File: config.mk
export PLATFORM = sky130hd
export DESIGN_NAME = com_bus_arbiter
export DESIGN_NICKNAME = d
export VERILOG_FILES = /design/src/rtl/com_bus_arbiter.sv
export SDC_FILE = /design/constraint.sdc
export NUM_CORES = 1
export LEC_CHECK = 0
export ABC_CLOCK_PERIOD_IN_PS = 4700
export CAP_MARGIN = 25
export CORE_ASPECT_RATIO = 0.7
export CORE_MARGIN = 5
export CORE_UTILIZATION = 60
export CTS_CLUSTER_SIZE = 10
export DETAILED_ROUTE_END_ITERATION = 12
export GPL_ROUTABILITY_DRIVEN = 0
export GPL_TIMING_DRIVEN = 0
export PLACE_DENSITY = 0.91
export SLEW_MARGIN = 20
export SYNTH_ARGS = -nofsm -noshare
export SYNTH_HDL_FRONTEND = slang
export SYNTH_SLANG_ARGS = --single-unit
File: constraint.sdc
create_clock -name clk -period 4.7 [get_ports clk]
set_clock_uncertainty 0.05 [all_clocks]
set_input_delay 0.94 -clock clk [delete_from_list [all_inputs] [get_ports clk]]
set_output_delay 0.94 -clock clk [all_outputs]
set_load 0.01 [all_outputs]
File: src/rtl/com_bus_arbiter.sv
// Common-bus arbiter for four data-side and four instruction-side processor ports,
// four snoop ports and one memory snoop port. Grants are registered with 1-cycle latency.
// There is no preemption: the owner holds the bus until it drops its request.
// After the owner drops, the bus idles for one cycle (RELEASE) before the next arbitration.
module com_bus_arbiter #(
   parameter int MAX_HOLD = 1023
) (
   input  logic       clk,
   input  logic       rst,
   input  logic [7:0] Com_Bus_Req_proc,
   input  logic [3:0] Com_Bus_Req_snoop,
   input  logic       Mem_snoop_req,
   output logic [7:0] Com_Bus_Gnt_proc,
   output logic [3:0] Com_Bus_Gnt_snoop,
   output logic       Mem_snoop_gnt,
   output logic       Bus_busy,
   output logic [3:0] Owner_id,
   output logic       Hold_timeout
);

   localparam logic [1:0] ST_IDLE    = 2'd0;
   localparam logic [1:0] ST_OWN     = 2'd1;
   localparam logic [1:0] ST_RELEASE = 2'd2;

   localparam int            CW        = (MAX_HOLD < 2) ? 1 : $clog2(MAX_HOLD + 1);
   localparam logic [CW-1:0] HOLD_MAX  = CW'(MAX_HOLD);
   localparam logic [CW-1:0] HOLD_LAST = CW'(MAX_HOLD - 1);

   localparam logic [3:0] OWNER_MEM  = 4'd12;
   localparam logic [3:0] OWNER_NONE = 4'd15;

   // Registered state
   logic [1:0]    state_q,     state_nxt;
   logic [7:0]    gnt_proc_q,  gnt_proc_nxt;
   logic [3:0]    gnt_snoop_q, gnt_snoop_nxt;
   logic          gnt_mem_q,   gnt_mem_nxt;
   logic          busy_q,      busy_nxt;
   logic [3:0]    owner_q,     owner_nxt;
   logic          tmo_q,       tmo_nxt;
   logic [CW-1:0] cnt_q,       cnt_nxt;
   logic [2:0]    ptr_q,       ptr_nxt;

   // Arbitration candidates
   logic          snoop_hit;
   logic [1:0]    snoop_idx;
   logic          proc_hit;
   logic [2:0]    proc_idx;
   logic          owner_req;

   // Lowest-index snoop request wins; scanning downward leaves the lowest hit last.
   always_comb begin
      snoop_hit = 1'b0;
      snoop_idx = 2'd0;
      for (int i = 3; i >= 0; i--) begin
         if (Com_Bus_Req_snoop[i]) begin
            snoop_hit = 1'b1;
            snoop_idx = 2'(i);
         end
      end
   end

   // Round-robin search starting at ptr+1; offset 8 wraps back to the pointer itself,
   // which is therefore the last candidate. Scanning downward keeps the nearest hit.
   always_comb begin
      proc_hit = 1'b0;
      proc_idx = 3'd0;
      for (int i = 8; i >= 1; i--) begin
         if (Com_Bus_Req_proc[3'(ptr_q + 3'(i))]) begin
            proc_hit = 1'b1;
            proc_idx = 3'(ptr_q + 3'(i));
         end
      end
   end

   // Select the current owner's request line from its encoded id.
   always_comb begin
      owner_req = 1'b0;
      if (owner_q < 4'd8) begin
         owner_req = Com_Bus_Req_proc[owner_q[2:0]];
      end else if (owner_q < 4'd12) begin
         owner_req = Com_Bus_Req_snoop[owner_q[1:0]];
      end else if (owner_q == OWNER_MEM) begin
         owner_req = Mem_snoop_req;
      end
   end

   // Next-state and next-output computation for the IDLE/OWN/RELEASE sequence.
   always_comb begin
      state_nxt     = state_q;
      gnt_proc_nxt  = gnt_proc_q;
      gnt_snoop_nxt = gnt_snoop_q;
      gnt_mem_nxt   = gnt_mem_q;
      busy_nxt      = busy_q;
      owner_nxt     = owner_q;
      tmo_nxt       = tmo_q;
      cnt_nxt       = cnt_q;
      ptr_nxt       = ptr_q;

      case (state_q)
         ST_IDLE: begin
            if (snoop_hit) begin
               gnt_snoop_nxt = 4'b0001 << snoop_idx;
               owner_nxt     = 4'd8 + {2'b00, snoop_idx};
            end else if (Mem_snoop_req) begin
               gnt_mem_nxt   = 1'b1;
               owner_nxt     = OWNER_MEM;
            end else if (proc_hit) begin
               gnt_proc_nxt  = 8'b0000_0001 << proc_idx;
               owner_nxt     = {1'b0, proc_idx};
               ptr_nxt       = proc_idx;
            end
            if (snoop_hit || Mem_snoop_req || proc_hit) begin
               state_nxt = ST_OWN;
               busy_nxt  = 1'b1;
               cnt_nxt   = '0;
            end
         end

         ST_OWN: begin
            if (owner_req) begin
               // Owner keeps the bus; count the held cycle and flag (without revoking)
               // once MAX_HOLD full cycles have elapsed.
               if (cnt_q != HOLD_MAX) begin
                  cnt_nxt = cnt_q + CW'(1);
               end
               if (cnt_q >= HOLD_LAST) begin
                  tmo_nxt = 1'b1;
               end
            end else begin
               gnt_proc_nxt  = 8'd0;
               gnt_snoop_nxt = 4'd0;
               gnt_mem_nxt   = 1'b0;
               owner_nxt     = OWNER_NONE;
               state_nxt     = ST_RELEASE;
            end
         end

         ST_RELEASE: begin
            state_nxt = ST_IDLE;
            busy_nxt  = 1'b0;
         end

         default: begin
            state_nxt     = ST_IDLE;
            gnt_proc_nxt  = 8'd0;
            gnt_snoop_nxt = 4'd0;
            gnt_mem_nxt   = 1'b0;
            busy_nxt      = 1'b0;
            owner_nxt     = OWNER_NONE;
         end
      endcase
   end

   // State register; reset clears grants immediately and parks the pointer at 7
   // so the first processor grant after reset starts searching from index 0.
   always_ff @(posedge clk or posedge rst) begin
      if (rst) begin
         state_q     <= ST_IDLE;
         gnt_proc_q  <= 8'd0;
         gnt_snoop_q <= 4'd0;
         gnt_mem_q   <= 1'b0;
         busy_q      <= 1'b0;
         owner_q     <= OWNER_NONE;
         tmo_q       <= 1'b0;
         cnt_q       <= '0;
         ptr_q       <= 3'd7;
      end else begin
         state_q     <= state_nxt;
         gnt_proc_q  <= gnt_proc_nxt;
         gnt_snoop_q <= gnt_snoop_nxt;
         gnt_mem_q   <= gnt_mem_nxt;
         busy_q      <= busy_nxt;
         owner_q     <= owner_nxt;
         tmo_q       <= tmo_nxt;
         cnt_q       <= cnt_nxt;
         ptr_q       <= ptr_nxt;
      end
   end

   assign Com_Bus_Gnt_proc  = gnt_proc_q;
   assign Com_Bus_Gnt_snoop = gnt_snoop_q;
   assign Mem_snoop_gnt     = gnt_mem_q;
   assign Bus_busy          = busy_q;
   assign Owner_id          = owner_q;
   assign Hold_timeout      = tmo_q;

endmodule

==> flow_summary.ini, run 1 <==
[outcome]
status = complete, no violations

[logic_synthesis]
async_flop_share_pct = 100
netlist_area_sq_um = 2570
syn_area_per_cell_sq_um = 9.86
synth_fp_nets = 280
synth-seq-cells = 34
synthCells = 261
synth-seq-area-share_pct = 33.4
ys_warn_count = 0
synth_edf_count = 0
ys_types = 61
ys.flop_type = dfrtp_1

[route]
dr.pass1.iters = 5
detail_route.wirelength_um = 6960
ant_nets = 0
drt-initial-drc-count = 200
drt_drc_violations_left = 0
post_drt_wl_per_cell_um = 19.7
vias = 2377
avgViaCountPerCell = 6.71

[pwr]
p_leak_nw = 1.29
comb_power_share_pct = 65.7
power.share.switching_pct = 46.7
vdd_drop_max_mv = 0.407
clkPwrFrac_pct = 11.7
internal-power_w = 0.00104
seq_power_share_pct = 22.7
p_total_w = 0.00195
power.density_nw_per_um2 = 637
switching_power_w = 0.000909

[clocking]
cts_tree = done
root_buffer = clkbuf_8
postCtsHoldBufs = 0
cts.reportedPaths.clkPinSlew_ps = 70
clock_latency_ps = 290
cts_setup_buffers = 0
post_cts_resized = 0
cts_inserted_buffers = 5
htreeDepth = 2
clock-sinks = 34
clock_path_buffers = 2

[placement]
io_buffers = 33
hpwl_um = 5050

[setup_path]
crit_path_end_kind = flip-flop
r2r_slack_ps = 1100
required_ps = 4840
crit_family = compound AO/OA/AOI/OAI gates
reg2regPathDepth = 11
r2r-start = ptr_q[1]
max_stage_delay_ps = 570
cp-endpoint = Com_Bus_Gnt_proc[6]
start_kind = flip-flop
reg2reg_to = Com_Bus_Gnt_proc[6]
criticalPathCategory = reg -> reg
critPathMaxFanout = 10
setup.worst_path.start = ptr_q[1]
worst-path-stages = 11
cp_num_buf_inv = 3
path_cells = inv_1, clkbuf_1, ha_1, buf_2, mux4_1, and2_1, o211ai_1, o2111ai_1, mux2i_1, nor2_1, a32o_1
arrival_ps = 3740
cpMaxStageDelayCell = dfstp_2

[floorplan]
core_area_sq_um = 4040
initial_core_util_pct = 63.7
ios = 34
die_w_um = 88.3
die_h_um = 64.8
rows = 19
die_area_sq_um = 5720

[timing]
slew_viol_final = 0
fin_crit_sh_pct = 76.6
finalHoldViolCount = 0
fmax_mhz = 278
period_needed_ps = 3600
setup_tns_ps = 0
relSlewSlack_pct = 42.8
setup_violations = 0
worst_pin_slew_ps = 850
rsz0062_at_grt = false

[global_routing]
grt_overflow_total = 0
grt_pass1_wl_um = 11800
antenna_found_initial = 0
grt_pass1_vias = 2405
gr-usage-all-layers_pct = 26.2
grt_max_degree = 35

[worst_hold_path]
hp-start = Hold_timeout
min_path_type = reg -> reg

[cells_and_area]
area_delta_synth_final_pct = 18.9
final_layout_size_suffix_gt1_share_pct = 16.6
n_antenna_cell = 0
nets = 320

[flow_run]
cap_viol_max_count = 0
cell usage in the layout (no fill, tap or decap), types with 4 or more instances in the layout:
| master | instances |
|---|---|
| mux4_2 | 7 |
| clkdlybuf4s50_1 | 33 |
| dfstp_2 | 7 |
| a32o_1 | 6 |
| a211oi_1 | 4 |
| nor3_1 | 4 |
| nand2_1 | 16 |
| a21oi_1 | 7 |
| a22o_1 | 6 |
| ha_1 | 4 |
| and2_1 | 7 |
| xor2_1 | 8 |
| o21ai_0 | 17 |
| nand4_1 | 5 |
| a31oi_1 | 4 |
| mux2_2 | 10 |
| dfrtp_1 | 27 |
| o22ai_1 | 4 |
| clkbuf_8 | 7 |
| nor2_1 | 30 |
| mux2i_1 | 14 |
| inv_1 | 9 |
stage by stage:
stage / hold slack (ps) / utilization (%) / cells / setup slack, ps / area, sq um
after floorplan: 443 / - / 261 / 1590 / 2570
after global placement: 391 / 73.4 / 346 / 1020 / 2970
after detailed placement: 410 / 73.4 / 346 / 952 / 2970
after CTS: 426 / 75.7 / 354 / 1160 / 3060
after global routing: 444 / 75.7 / 354 / 879 / 3060
final: 424 / 75.7 / 354 / 1100 / 3060
power by group through the flow:
stage / Combinational [W] / Sequential [W] / Clock, W
5_1_grt: 0.00138 / 0.000449 / 0.000248
3_3_place_gp: 0.00119 / 0.000436 / 0
3_5_place_dp: 0.00124 / 0.000443 / 0
6_report: 0.00128 / 0.000441 / 0.000228
2_1_floorplan: 0.000909 / 0.000441 / 0
4_1_cts: 0.00125 / 0.000439 / 0.000231
sequential cells by signal, summed over array words and instances (netlist names):
register and cells:
Mem_snoop_gnt 1, Owner_id 4, ptr_q 3, Bus_busy 1
Com_Bus_Gnt_snoop 4, Com_Bus_Gnt_proc 8, state_q 2, Hold_timeout 1
cnt_q 10
Yosys cell counts (3+ instances only):
master	count	area share (%)
mux4_1	3	3.1
a21oi_1	7	1.4
mux2i_1	14	5.4
nor2b_1	3	0.73
mux4_2	7	6.1
a22o_1	6	2.0
nand4_1	5	1.2
o22ai_1	4	0.97
buf_2	3	0.58
nand3b_1	3	0.88
a21o_1	3	0.88
and2_1	7	1.7
nand2b_1	3	0.73
ha_1	4	1.9
inv_1	10	1.5
nand3_1	3	0.58
a32o_1	6	2.3
mux2_2	10	4.4
a211oi_1	4	1.2
nor2_1	30	4.4
a31oi_1	4	0.97
o21ai_0	17	3.3
dfstp_2	7	7.1
xor2_1	8	2.7
nand2_1	16	2.3
nor3_1	4	0.78
dfrtp_1	27	26
how the worst min path moves through the flow:
stage	cells after the start	slack, ps	to
floorplan	1	440	Hold_timeout
global placement	1	390	Hold_timeout
detailed placement	1	410	Hold_timeout
CTS	1	430	Hold_timeout
global route	1	440	Hold_timeout
finish	1	420	Hold_timeout
worst register-to-register path, cell delays in order, from the launching register on:
cell       delay [ps]
dfstp_2           570
inv_1              60
clkbuf_1          240
ha_1              410
buf_2             260
mux4_1            420
and2_1            240
o211ai_1          290
o2111ai_1         210
mux2i_1           300
nor2_1            170
a32o_1            280
kinds of logic after synthesis:
logic type / count (synthesis) / share of synthesized area (%)
simple gates: 90 / 18.2
compound gates: 66 / 18.8
mux: 35 / 19.6
flops: 34 / 33.4
buf+inv: 22 / 4.62
xor+xnor: 10 / 3.40
fa+ha+maj: 4 / 1.95
layer usage:
| metal | track usage, % | routed length [um] |
|---|---|---|
| met2 | 37.8 | 2960 |
| met1 | 36.6 | 2970 |
| met5 | 0 | 0 |
| met3 | 9.75 | 869 |
| met4 | 8.49 | 169 |
area by class of cell:
cell class                      instances  area [sq um]
Multi-Input combinational cell        205          1590
Fill cell                             281           982
Sequential cell                        34           860
Timing Repair Buffer                   33           330
Clock buffer                            7          86.3
Buffer                                 11          77.6
Tap cell                               52          65.1
Inverter                               11          41.3
Clock inverter                          1          5.00
Power figures use the tool's default switching activity.
==> inputs of run 2 (changes only) <==
- ABC_CLOCK_PERIOD_IN_PS: 4700 -> 3500
- CORE_UTILIZATION: 60 -> 56
- PLACE_DENSITY: 0.91 -> 0.86
- clock period: 4.7 -> 3.5 ns (I/O delays scaled with it)
==> run 2 against run 1 <==
Design area rose by 1.6%. Cell count rose by 1.4%. Highest routed layer unchanged. Core utilization fell by 4.7 points.
==> flow_summary.ini, run 2 (synthesized netlist as in run 1, its figures left out) <==
[clocking]
htreeDepth = 2
cts_inserted_buffers = 5
clock-sinks = 34
cts_tree = done
cts.reportedPaths.clkPinSlew_ps = 70
clock_path_buffers = 2
clock_latency_ps = 280
root_buffer = clkbuf_8

[pwr]
power.density_nw_per_um2 = 867
p_total_w = 0.00270
vdd_drop_max_mv = 0.735
p_leak_nw = 1.30

[route]
ant_nets = 0
vias = 2349
detail_route.wirelength_um = 6750
post_drt_wl_per_cell_um = 18.8
avgViaCountPerCell = 6.54
dr.pass1.iters = 5
drt_drc_violations_left = 0
drt-initial-drc-count = 206

[worst_hold_path]
min_path_type = reg -> reg

[setup_path]
arrival_ps = 3530
required_ps = 3630
criticalPathCategory = reg -> reg
crit_path_end_kind = flip-flop
critPathMaxFanout = 10
start_kind = flip-flop

[timing]
worst_pin_slew_ps = 706
setup_tns_ps = 0
relSlewSlack_pct = 52.8
period_needed_ps = 3400
fin_crit_sh_pct = 97.3
slew_viol_final = 0
fmax_mhz = 294
finalHoldViolCount = 0
setup_violations = 0
setup_ws_ps = 96.2

[global_routing]
grt_pass1_wl_um = 10800
grt_pass1_vias = 2093
antenna_found_initial = 0
grt_max_degree = 35
grt_overflow_total = 0
gr-usage-all-layers_pct = 22.3

[placement]
hpwl_um = 4730
io_buffers = 33
dp_slack_ps = -34.8
place_inst = 349

[cells_and_area]
final_layout_size_suffix_gt1_share_pct = 19.4
nets = 322
area_delta_synth_final_pct = 20.8
instances_no_fill = 359
mostFrequentLayoutCells = 33 x clkdlybuf4s50_1, 30 x nor2_1, 27 x dfrtp_1
mostFrequentLayoutCell = clkdlybuf4s50_1
n_antenna_cell = 0
largest_reg_flops = 10
registers.top_by_ff_count = cnt_q

[floorplan]
core_area_sq_um = 4380
die_area_sq_um = 6070
initial_core_util_pct = 58.7
ios = 34
rows = 20
die_h_um = 66.7
die_w_um = 91.0

[outcome]
status = complete, no violations

[flow_run]
cap_viol_max_count = 0
## run 2: cell count changes in the layout (fill, tap and decap cells not counted), sizes merged
cell	before	now
buf	7	9
## run 2: per-layer routing
metal / part of all wire, % / global-route usage (%)
met2: 41 / 30.6
met4: 1.4 / 6.23
met1: 46 / 34.6
met5: 0 / 0
met3: 11 / 4.85
## run 2: power breakdown
group	internal, W	total (W)	switching (W)
clock	0.000159	0.000298	0.000139
combinational	0.000806	0.00182	0.00101
sequential	0.000499	0.000583	0.0000839
total	0.00146	0.00270	0.00123
## run 2: final timing paths
kind	slack (ps)	startpoint	to	depth (start not counted)
worst max-delay path	100	ptr_q[1]	Com_Bus_Gnt_proc[6]	11
worst min-delay path	410	Hold_timeout	Hold_timeout	1
worst max register to register	100	ptr_q[1]	Com_Bus_Gnt_proc[6]	11
worst min register to register	410	Hold_timeout	Hold_timeout	1
max in group asynchronous	2140	rst	cnt_q[9]	2
min in group asynchronous	800	rst	Com_Bus_Gnt_proc[1]	2
## run 2: final cells by class
| cell class | instances | area [sq um] |
|---|---|---|
| buffer | 11 | 81.3 |
| clock buffer | 7 | 86.3 |
| clock inverter | 1 | 5.00 |
| fill | 333 | 1270 |
| inverter | 11 | 41.3 |
| multi-input combinational | 205 | 1620 |
| sequential | 34 | 860 |
| tap | 55 | 68.8 |
| timing repair buffer | 35 | 345 |
## run 2: stage by stage
stage / hold slack (ps) / area (sq um) / utilization (%)
6_report: 412 / 3110 / 71.0
5_1_grt: 460 / 3110 / 71.0
4_1_cts: 417 / 3070 / 70.1
3_5_place_dp: 402 / 2970 / 67.9
3_3_place_gp: 391 / 2970 / 67.9
2_1_floorplan: 443 / 2570 / -
## run 2: repair_timing
action | in CTS | in global routing
gates resized for setup | 2 | 8
endpoints found under the hold margin | 0 | 0
setup endpoints to repair | 8 | 21
pin swaps | 1 | 2
buffers inserted | 1 | 1
hold buffers | 0 | 0
## run 2: critical path: stages (launching register included)
cell and delay (ps):
dfstp_2 580, inv_1 60, clkbuf_2 220, ha_4 330, buf_4 180, mux4_2 380
and2_1 220, o211ai_1 320, o2111ai_2 210, mux2i_2 290, nor2_1 160, a32o_1 280
==> inputs of run 3 (changes only) <==
- ABC_AREA: not set -> 0
- ABC_CLOCK_PERIOD_IN_PS: 3500 -> 4400
- CORE_UTILIZATION: 56 -> 60
- PLACE_DENSITY: 0.86 -> 0.91
- clock period: 3.5 -> 4.4 ns (I/O delays scaled with it)
==> results of run 3 <==
The final DEF is identical to that of run 1. Status: complete, no violations.
Among the figures that moved: setup slack after placement 952 ps -> 712 ps; setup slack after layout 1100 ps -> 798 ps; register-to-register setup slack 1100 ps -> 800 ps; total power 0.00195 W -> 0.00208 W; worst IR drop on VDD 0.407 mV -> 0.435 mV
